$ cat config.mk
export PLATFORM = sky130hd
export DESIGN_NAME = pc_redirect_unit
export DESIGN_NICKNAME = d
export VERILOG_FILES = /design/src/rtl/pc_redirect_unit.sv
export SDC_FILE = /design/constraint.sdc
export NUM_CORES = 1
export LEC_CHECK = 0
export BUFFER_PORTS_ARGS = -buffer_cell sky130_fd_sc_hd__clkbuf_2
export CORE_AREA = 2 2 175 91
export CTS_CLUSTER_DIAMETER = 30
export DETAILED_ROUTE_END_ITERATION = 10
export DIE_AREA = 0 0 177 93
export PLACE_DENSITY = 0.86
export SETUP_SLACK_MARGIN = 0.2
export SLEW_MARGIN = 20
export SYNTH_ARGS = -nofsm -noshare
export SYNTH_HDL_FRONTEND = slang
export SYNTH_SLANG_ARGS = --single-unit
$ cat constraint.sdc
create_clock -name clk -period 3.8 [get_ports clk]
set_input_delay 0.38 -clock clk [delete_from_list [all_inputs] [get_ports clk]]
set_output_delay 0.38 -clock clk [all_outputs]
set_load 0.005 [all_outputs]
$ cat src/rtl/pc_redirect_unit.sv
// Fetch PC owner: sequential advance, stall hold, EX-stage redirect with a
// timed flush of the younger stages, and a sticky trap on misaligned targets.
module pc_redirect_unit #(
   parameter logic [31:0] RESET_PC     = 32'h0040_0000,
   parameter int          FLUSH_CYCLES = 2
) (
   input  logic        clk,
   input  logic        reset,
   input  logic        stall_i,
   input  logic        branch_taken_i,
   input  logic        branch_or_jalr_i,
   input  logic [31:0] ex_pc_i,
   input  logic [31:0] ex_imm_i,
   input  logic [31:0] ex_rs1_i,
   output logic [31:0] pc_o,
   output logic [31:0] pc_plus4_o,
   output logic        flush_o,
   output logic        trap_o,
   output logic [31:0] trap_pc_o,
   output logic [31:0] redirect_count_o,
   output logic [1:0]  state_o
);

   typedef enum logic [1:0] {
      ST_RUN      = 2'd0,
      ST_REDIRECT = 2'd1,
      ST_TRAP     = 2'd2
   } state_t;

   localparam logic [2:0] FLUSH_INIT = 3'(FLUSH_CYCLES);

   state_t      state_q, state_d;
   logic [2:0]  flush_cnt_q, flush_cnt_d;
   logic [31:0] pc_d, trap_pc_d, count_d;
   logic        flush_d, trap_d;
   logic [31:0] target;
   logic        misaligned;

   // branch_taken_i is a level sampled on every rising edge; there is no
   // handshake back to EX, a request outside ST_RUN is simply dropped.
   assign target     = branch_or_jalr_i ? (ex_pc_i + ex_imm_i)
                                        : ((ex_rs1_i + ex_imm_i) & ~32'h1);
   assign misaligned = target[1];
   assign pc_plus4_o = pc_o + 32'd4;
   assign state_o    = state_q;

   always_comb begin
      state_d     = state_q;
      flush_cnt_d = flush_cnt_q;
      pc_d        = pc_o;
      trap_pc_d   = trap_pc_o;
      count_d     = redirect_count_o;
      flush_d     = flush_o;
      trap_d      = trap_o;
      case (state_q)
         ST_RUN: begin
            if (branch_taken_i) begin
               if (!misaligned) begin
                  pc_d        = target;
                  state_d     = ST_REDIRECT;
                  flush_cnt_d = FLUSH_INIT;
                  count_d     = redirect_count_o + 32'd1;
                  flush_d     = 1'b1;
               end else begin
                  state_d   = ST_TRAP;
                  trap_pc_d = ex_pc_i;
                  trap_d    = 1'b1;
                  flush_d   = 1'b1;
               end
            end else if (!stall_i) begin
               pc_d = pc_plus4_o;
            end
         end
         ST_REDIRECT: begin
            if (!stall_i) pc_d = pc_plus4_o;
            // Counter runs independent of stall so flush length is fixed.
            flush_cnt_d = flush_cnt_q - 3'd1;
            if (flush_cnt_q <= 3'd1) begin
               state_d = ST_RUN;
               flush_d = 1'b0;
            end
         end
         ST_TRAP: begin
            flush_d = 1'b1;
            trap_d  = 1'b1;
         end
         default: state_d = ST_RUN;
      endcase
   end

   always_ff @(posedge clk or negedge reset) begin
      if (!reset) begin
         state_q          <= ST_RUN;
         flush_cnt_q      <= 3'd0;
         pc_o             <= RESET_PC;
         trap_pc_o        <= 32'd0;
         redirect_count_o <= 32'd0;
         flush_o          <= 1'b0;
         trap_o           <= 1'b0;
      end else begin
         state_q          <= state_d;
         flush_cnt_q      <= flush_cnt_d;
         pc_o             <= pc_d;
         trap_pc_o        <= trap_pc_d;
         redirect_count_o <= count_d;
         flush_o          <= flush_d;
         trap_o           <= trap_d;
      end
   end

endmodule

# ---- Yosys cells after proc, flatten, opt, wreduce, memory -nomap -nowiden
# Cells that the tools add are included.
dict set report totals {
  in_bits 101
  romBits 0
  n_memories 0
  mem_bits_rw 0
  register_bits 103
  out_inout_bits 132
  latchBits 0
  elab_cells 51
}
dict set report classes {
  shifts 0
  n_eq_ne 7
  n_reduce_logical 11
  n_mux 18
  addsub 5
  n_lt_le_gt_ge 1
  n_mul 0
  div_mod_pow 0
  bitwise 2
}
# operator n
set ops {}
lappend ops {{32-bit 2-to-1 mux} 4}
lappend ops {{32-bit adder} 2}
lappend ops {{32-bit case mux with 2 select lines} 1}
lappend ops {{32-bit by 1-bit adder with 32-bit output (second input constant)} 1}
lappend ops {{32-bit by 3-bit adder with 32-bit output (second input constant)} 1}
lappend ops {{3-bit AND reduction} 6}
lappend ops {{2-bit inequality test (second input constant)} 4}
lappend ops {{2-bit 2-to-1 mux} 3}
lappend ops {{3-bit 2-to-1 mux} 2}
lappend ops {{2-bit case mux with 3 select lines} 1}
lappend ops {{3-bit case mux with 2 select lines} 1}
lappend ops {{1-bit 2-to-1 mux} 4}
lappend ops {{2-bit nonzero test} 2}
lappend ops {{3-bit by 1-bit less-or-equal comparator with 1-bit output (second input constant)} 1}
lappend ops {{3-bit inequality test (second input constant)} 1}
lappend ops {{1-bit case mux with 3 select lines} 1}
lappend ops {{3-bit nonzero test} 1}
lappend ops {{3-bit by 1-bit subtractor with 3-bit output (second input constant)} 1}
lappend ops {{2-bit by 1-bit equality test with 1-bit output (second input constant)} 1}
lappend ops {{2-bit equality test (second input constant)} 1}
lappend ops {{2-bit zero test} 1}
lappend ops {{1-bit inverter} 2}
lappend ops {{1-bit case mux with 2 select lines} 1}
lappend ops {{2-bit AND reduction} 1}

# ---- Longest topological paths before layout
dict set report depth {
  ltp_word 5
  depth_mapped 12
  depth_no_buf 12
}

# ---- Worst setup path before layout
# No wires, ideal clock.
dict set report synth_path {
  path_type {input -> register}
  startpoint {in ex_pc_i[0]}
  endpoint {reg pc_o[28]}
  path_stages 12
  path_buffers 0
  setup_ps 122
  setup_slack_ps 913
  t_required_ps 3678
  arrival_ps 2765
  path_cell_list {ha_1 inv_1 fa_1 nand2b_1 a21oi_1 o32ai_2 o31ai_4 a21oi_1 o31ai_1 a21o_1 a2111oi_0 a2111oi_1}
}
dict set report synth_between {
  elab_chain_cells 5
  word_cells_on_any_way 7
  cone_classes {add/sub (1); eq/ne (1); mux (4); reduce/logical (1)}
}
# element line
set synth_lines {}
lappend synth_lines {{start, declared} 12} ;# input logic [31:0] ex_pc_i,
lappend synth_lines {{32-bit adder *} 41} ;# assign target = branch_or_jalr_i ? (ex_pc_i + ex_imm_i)
lappend synth_lines {{32-bit 2-to-1 mux *} 41}
lappend synth_lines {{32-bit 2-to-1 mux} 58} ;# if (!misaligned) begin
lappend synth_lines {{32-bit 2-to-1 mux} 57} ;# if (branch_taken_i) begin
lappend synth_lines {{32-bit case mux with 2 select lines} 55} ;# case (state_q)
lappend synth_lines {{end signal, assigned} 103} ;# pc_o <= pc_d;
lappend synth_lines {{end, declared} 15} ;# output logic [31:0] pc_o,
# Every way passes the cells marked *; elsewhere a longest branch is shown, timed or not. The select of a mux whose other input is x is not followed.
# A chain may end at the register's enable or synchronous reset.

# ---- Worst setup path in the final report
dict set report layout_path {
  startpoint {reg pc_o[2]}
  endpoint {out pc_plus4_o[22]}
}
dict set report layout_between {
  elab_chain_cells 1
}
# element line
set layout_lines {}
lappend layout_lines {{32-bit by 3-bit adder with 32-bit output} 44} ;# assign pc_plus4_o = pc_o + 32'd4;
lappend layout_lines {{end, declared} 16} ;# output logic [31:0] pc_plus4_o,
# No other way between the ends.

==> results <==
- Clock tree synthesis found a total of 102 sinks.
- The placed wire-length estimate is 22000 µm.
- The routed layout has 8711 vias.
- The number of buffers created by CTS is 9.
- The type of the most critical hold path is in -> reg.
- Yosys attributes the largest share of cell area to dfrtp_1, ha_1, xnor2_1.
- The maximum number of buffers from clock root to sink is 2.
- The instance count of the mapped netlist is 982.
- The portion of the post-synthesis area used by sequential elements is 30.0%.
- The fraction of layout cells with a size suffix above 1 is 26.4%.
- The commonest cells after synthesis are a21oi_1, dfrtp_1, nand2_1.
- The number of gates resized after CTS was 0.
- The detailed-router iteration count before antenna repair is 7.
- The ratio of final minimum period to clock period is 88.3%.
- In this run the worst path has a maximum fanout of 5.
- The leakage power summed over all cells is 4.81 nW.
- The flow ran to the end, and the final reports show no timing, DRC or antenna violations.
- The Yosys step of the flow raised 0 warnings.
- The count of final hold-check violations is 0.
- The diode insertion count for antenna repair is 0.
- The share of Yosys cell area claimed by the top area cell type is 29.7%.
- Dividing the detail-routed via count by the number of cells gives 6.20.
- For this design the ratio of total power to cell area is 542 mW/mm².
- Among all flip-flop cells after synthesis, the most frequent one is dfrtp_1.
- The fraction of registers with async set/reset is 100%.
- The transition at the pin with the smallest max-transition slack is 1.02 ns.
- The library cell occupying the most area in the post-synthesis netlist is dfrtp_1.
- Port buffering added 230 buffers.
- Setup repair after global routing left no endpoint under its margin.
- In this run the count of I/O pins placed on the die edge is 233.
- The worst setup path is launched from a register.
- The relative slew slack is 31.7%.
- The worst setup path is captured at an output port.
- The number of hold buffers added after CTS was 1.
- Across every metal layer, demand over resource in global routing totals 33.4%.
- For the worst-skew pair, the clock arrives at the later sink with an insertion delay of 0.36 ns.
- The data arrival time at the worst-slack endpoint is 2.98 ns.
- The type of the worst setup path is reg -> out.
- The first global-routing pass estimated 43000 µm of wire.
- The number of pins exceeding their max-slew limit in the final report was 0.
- The maximum vdd drop is 370 µV.
- The maximum number of pins on one net before global-route repair is 51.
- The average footprint of a synthesized cell is 8.67 µm².
- The count of flip-flops with a built-in enable after synthesis is 0.
- The routed wire length is 27600 µm.
- The overall overflow remaining after global route is 0.
- The post-CTS setup buffer count is 0.
- The die covers 0.0165 mm².
- From synthesis to final layout, the design area changed by 19.5%.
- TritonCTS built the clock tree.
- From bottom edge to top edge, the die measures 93 µm.
- The minimum period implied by the final worst setup slack is 3.36 ns.
- The final setup TNS is 0 ns.
- The region available for standard cell placement spans 0.0150 mm².
- The number of global-route vias before repair is 7871.
- The die is 177 µm wide.
- The initial core utilization is 56.7%.
- Counting distinct cell types in the post-synthesis netlist gives 76.
- The post-route antenna net violation count is 0.
- After clock tree synthesis, the clock-pin slew on the worst setup and hold paths is 0.08 ns.
- The setup skew after layout is 0.00868 ns.
- The number of setup violations in the final report is 0.
- The number of antenna violations at the first check in global routing is 0.
- The DRC violation count after routing is 0.
- The final layout contains 1364 nets.
- The number of DRC markers in iteration 0 is 1174.
- The leading cell type by number of instances after synthesis is a21oi_1.
- After synthesis the netlist holds a flip-flop and latch count of 102.
- The routability congestion estimate is 0.968.
- Timing would allow up to 298 MHz.
- The deepest level of the CTS H-tree is 3.
- The tool flagged a number of max-cap violations equal to 0.
- The mean routed wirelength per cell is 19.6 µm.
- For the worst setup path, the data required time is 3.42 ns.
- The site row count is 32.
- The clock root buffer master is clkbuf_16.
- The worst slack on hold paths is 0.277 ns.
- The post-synthesis cell area is 0.00852 mm².
layout by cell type (no fill, tap or decap), types with 19 or more instances in the layout:
| master | count |
|---|---|
| clkbuf_2 | 229 |
| nor2_1 | 60 |
| nand2_1 | 90 |
| ha_1 | 65 |
| xnor2_1 | 75 |
| nand3_1 | 39 |
| inv_1 | 21 |
| a21o_1 | 37 |
| mux2_2 | 31 |
| dfrtp_1 | 101 |
| nand4_1 | 19 |
| xor2_1 | 33 |
| o21ai_0 | 65 |
| a21oi_1 | 106 |
cell families after synthesis:
family / count (synthesis) / synth area share (%)
compound gates: 308 / 23.2
simple gates: 299 / 17.9
xor+xnor: 108 / 11.1
mux: 36 / 4.69
buf+inv: 61 / 2.98
fa+ha+maj: 67 / 10.0
other cells: 1 / 0.0440
flops: 102 / 30.0
layout make-up:
| cell class | count | area [µm²] |
|---|---|---|
| Clock buffer | 9 | 225 |
| Multi-Input combinational cell | 820 | 5710 |
| Fill cell | 1253 | 4840 |
| Tap cell | 204 | 255 |
| Timing Repair Buffer | 242 | 1260 |
| Inverter | 21 | 78.8 |
| Clock inverter | 7 | 93.8 |
| Sequential cell | 102 | 2550 |
stage by stage:
step / setup slack, ns / util [%] / cells / total power [W] / instance area [µm²]
final: 0.444 / 67.8 / 1405 / 0.00552 / 10200
after CTS: 0.484 / 67.8 / 1405 / 0.00547 / 10200
after floorplan: 0.913 / - / 983 / 0.00333 / 8520
after global placement: 0.423 / 65.6 / 1388 / 0.00441 / 9850
after global routing: 0.351 / 67.8 / 1405 / 0.00588 / 10200
after detailed placement: 0.329 / 65.6 / 1388 / 0.00448 / 9850
final timing paths:
path / start / endpoint / slack, ns / cells after the start
setup / recovery: pc_o[2]$_DFFE_PN0P_ / pc_plus4_o[22] / 0.44 / 9
hold / removal: ex_pc_i[3] / trap_pc_o[3]$_DFFE_PN0P_ / 0.28 / 2
setup reg to reg: state_o[0]$_DFFE_PN0P_ / pc_o[28]$_DFFE_PN0P_ / 0.86 / 7
hold reg to reg: redirect_count_o[31]$_DFFE_PN0P_ / redirect_count_o[31]$_DFFE_PN0P_ / 0.48 / 1
max in group asynchronous: reset / pc_o[30]$_DFFE_PN0P_ / 2.47 / 3
min in group asynchronous: reset / trap_pc_o[0]$_DFFE_PN0P_ / 0.48 / 2
flip-flops by register name (all words and copies together) (netlist names):
| name | cells |
|---|---|
| trap_pc_o | 32 |
| trap_o | 1 |
| state_o | 2 |
| flush_cnt_q | 3 |
| redirect_count_o | 32 |
| pc_o | 31 |
| flush_o | 1 |
critical path, stage by stage, from the launching register on:
cell,delay (ns)
dfrtp_1,0.46
ha_1,0.33
and4_1,0.35
nand3_1,0.19
nor2_1,0.24
and3_1,0.23
and3_1,0.31
nand3_1,0.20
xnor2_1,0.17
clkbuf_2,0.13
where the power goes:
part	switching (W)	leakage [nW]	internal [W]	total, W
registers	0.000417	1.24	0.00146	0.00187
logic	0.00147	3.42	0.00120	0.00267
clock network	0.000501	0.153	0.000475	0.000976
layer usage:
| layer | track usage [%] | wire (µm) |
|---|---|---|
| met5 | 0 | 0 |
| met4 | 5.65 | 342 |
| met3 | 10.1 | 3760 |
| met2 | 44.6 | 10600 |
| met1 | 52.5 | 12900 |
Power figures use the tool's default switching activity.
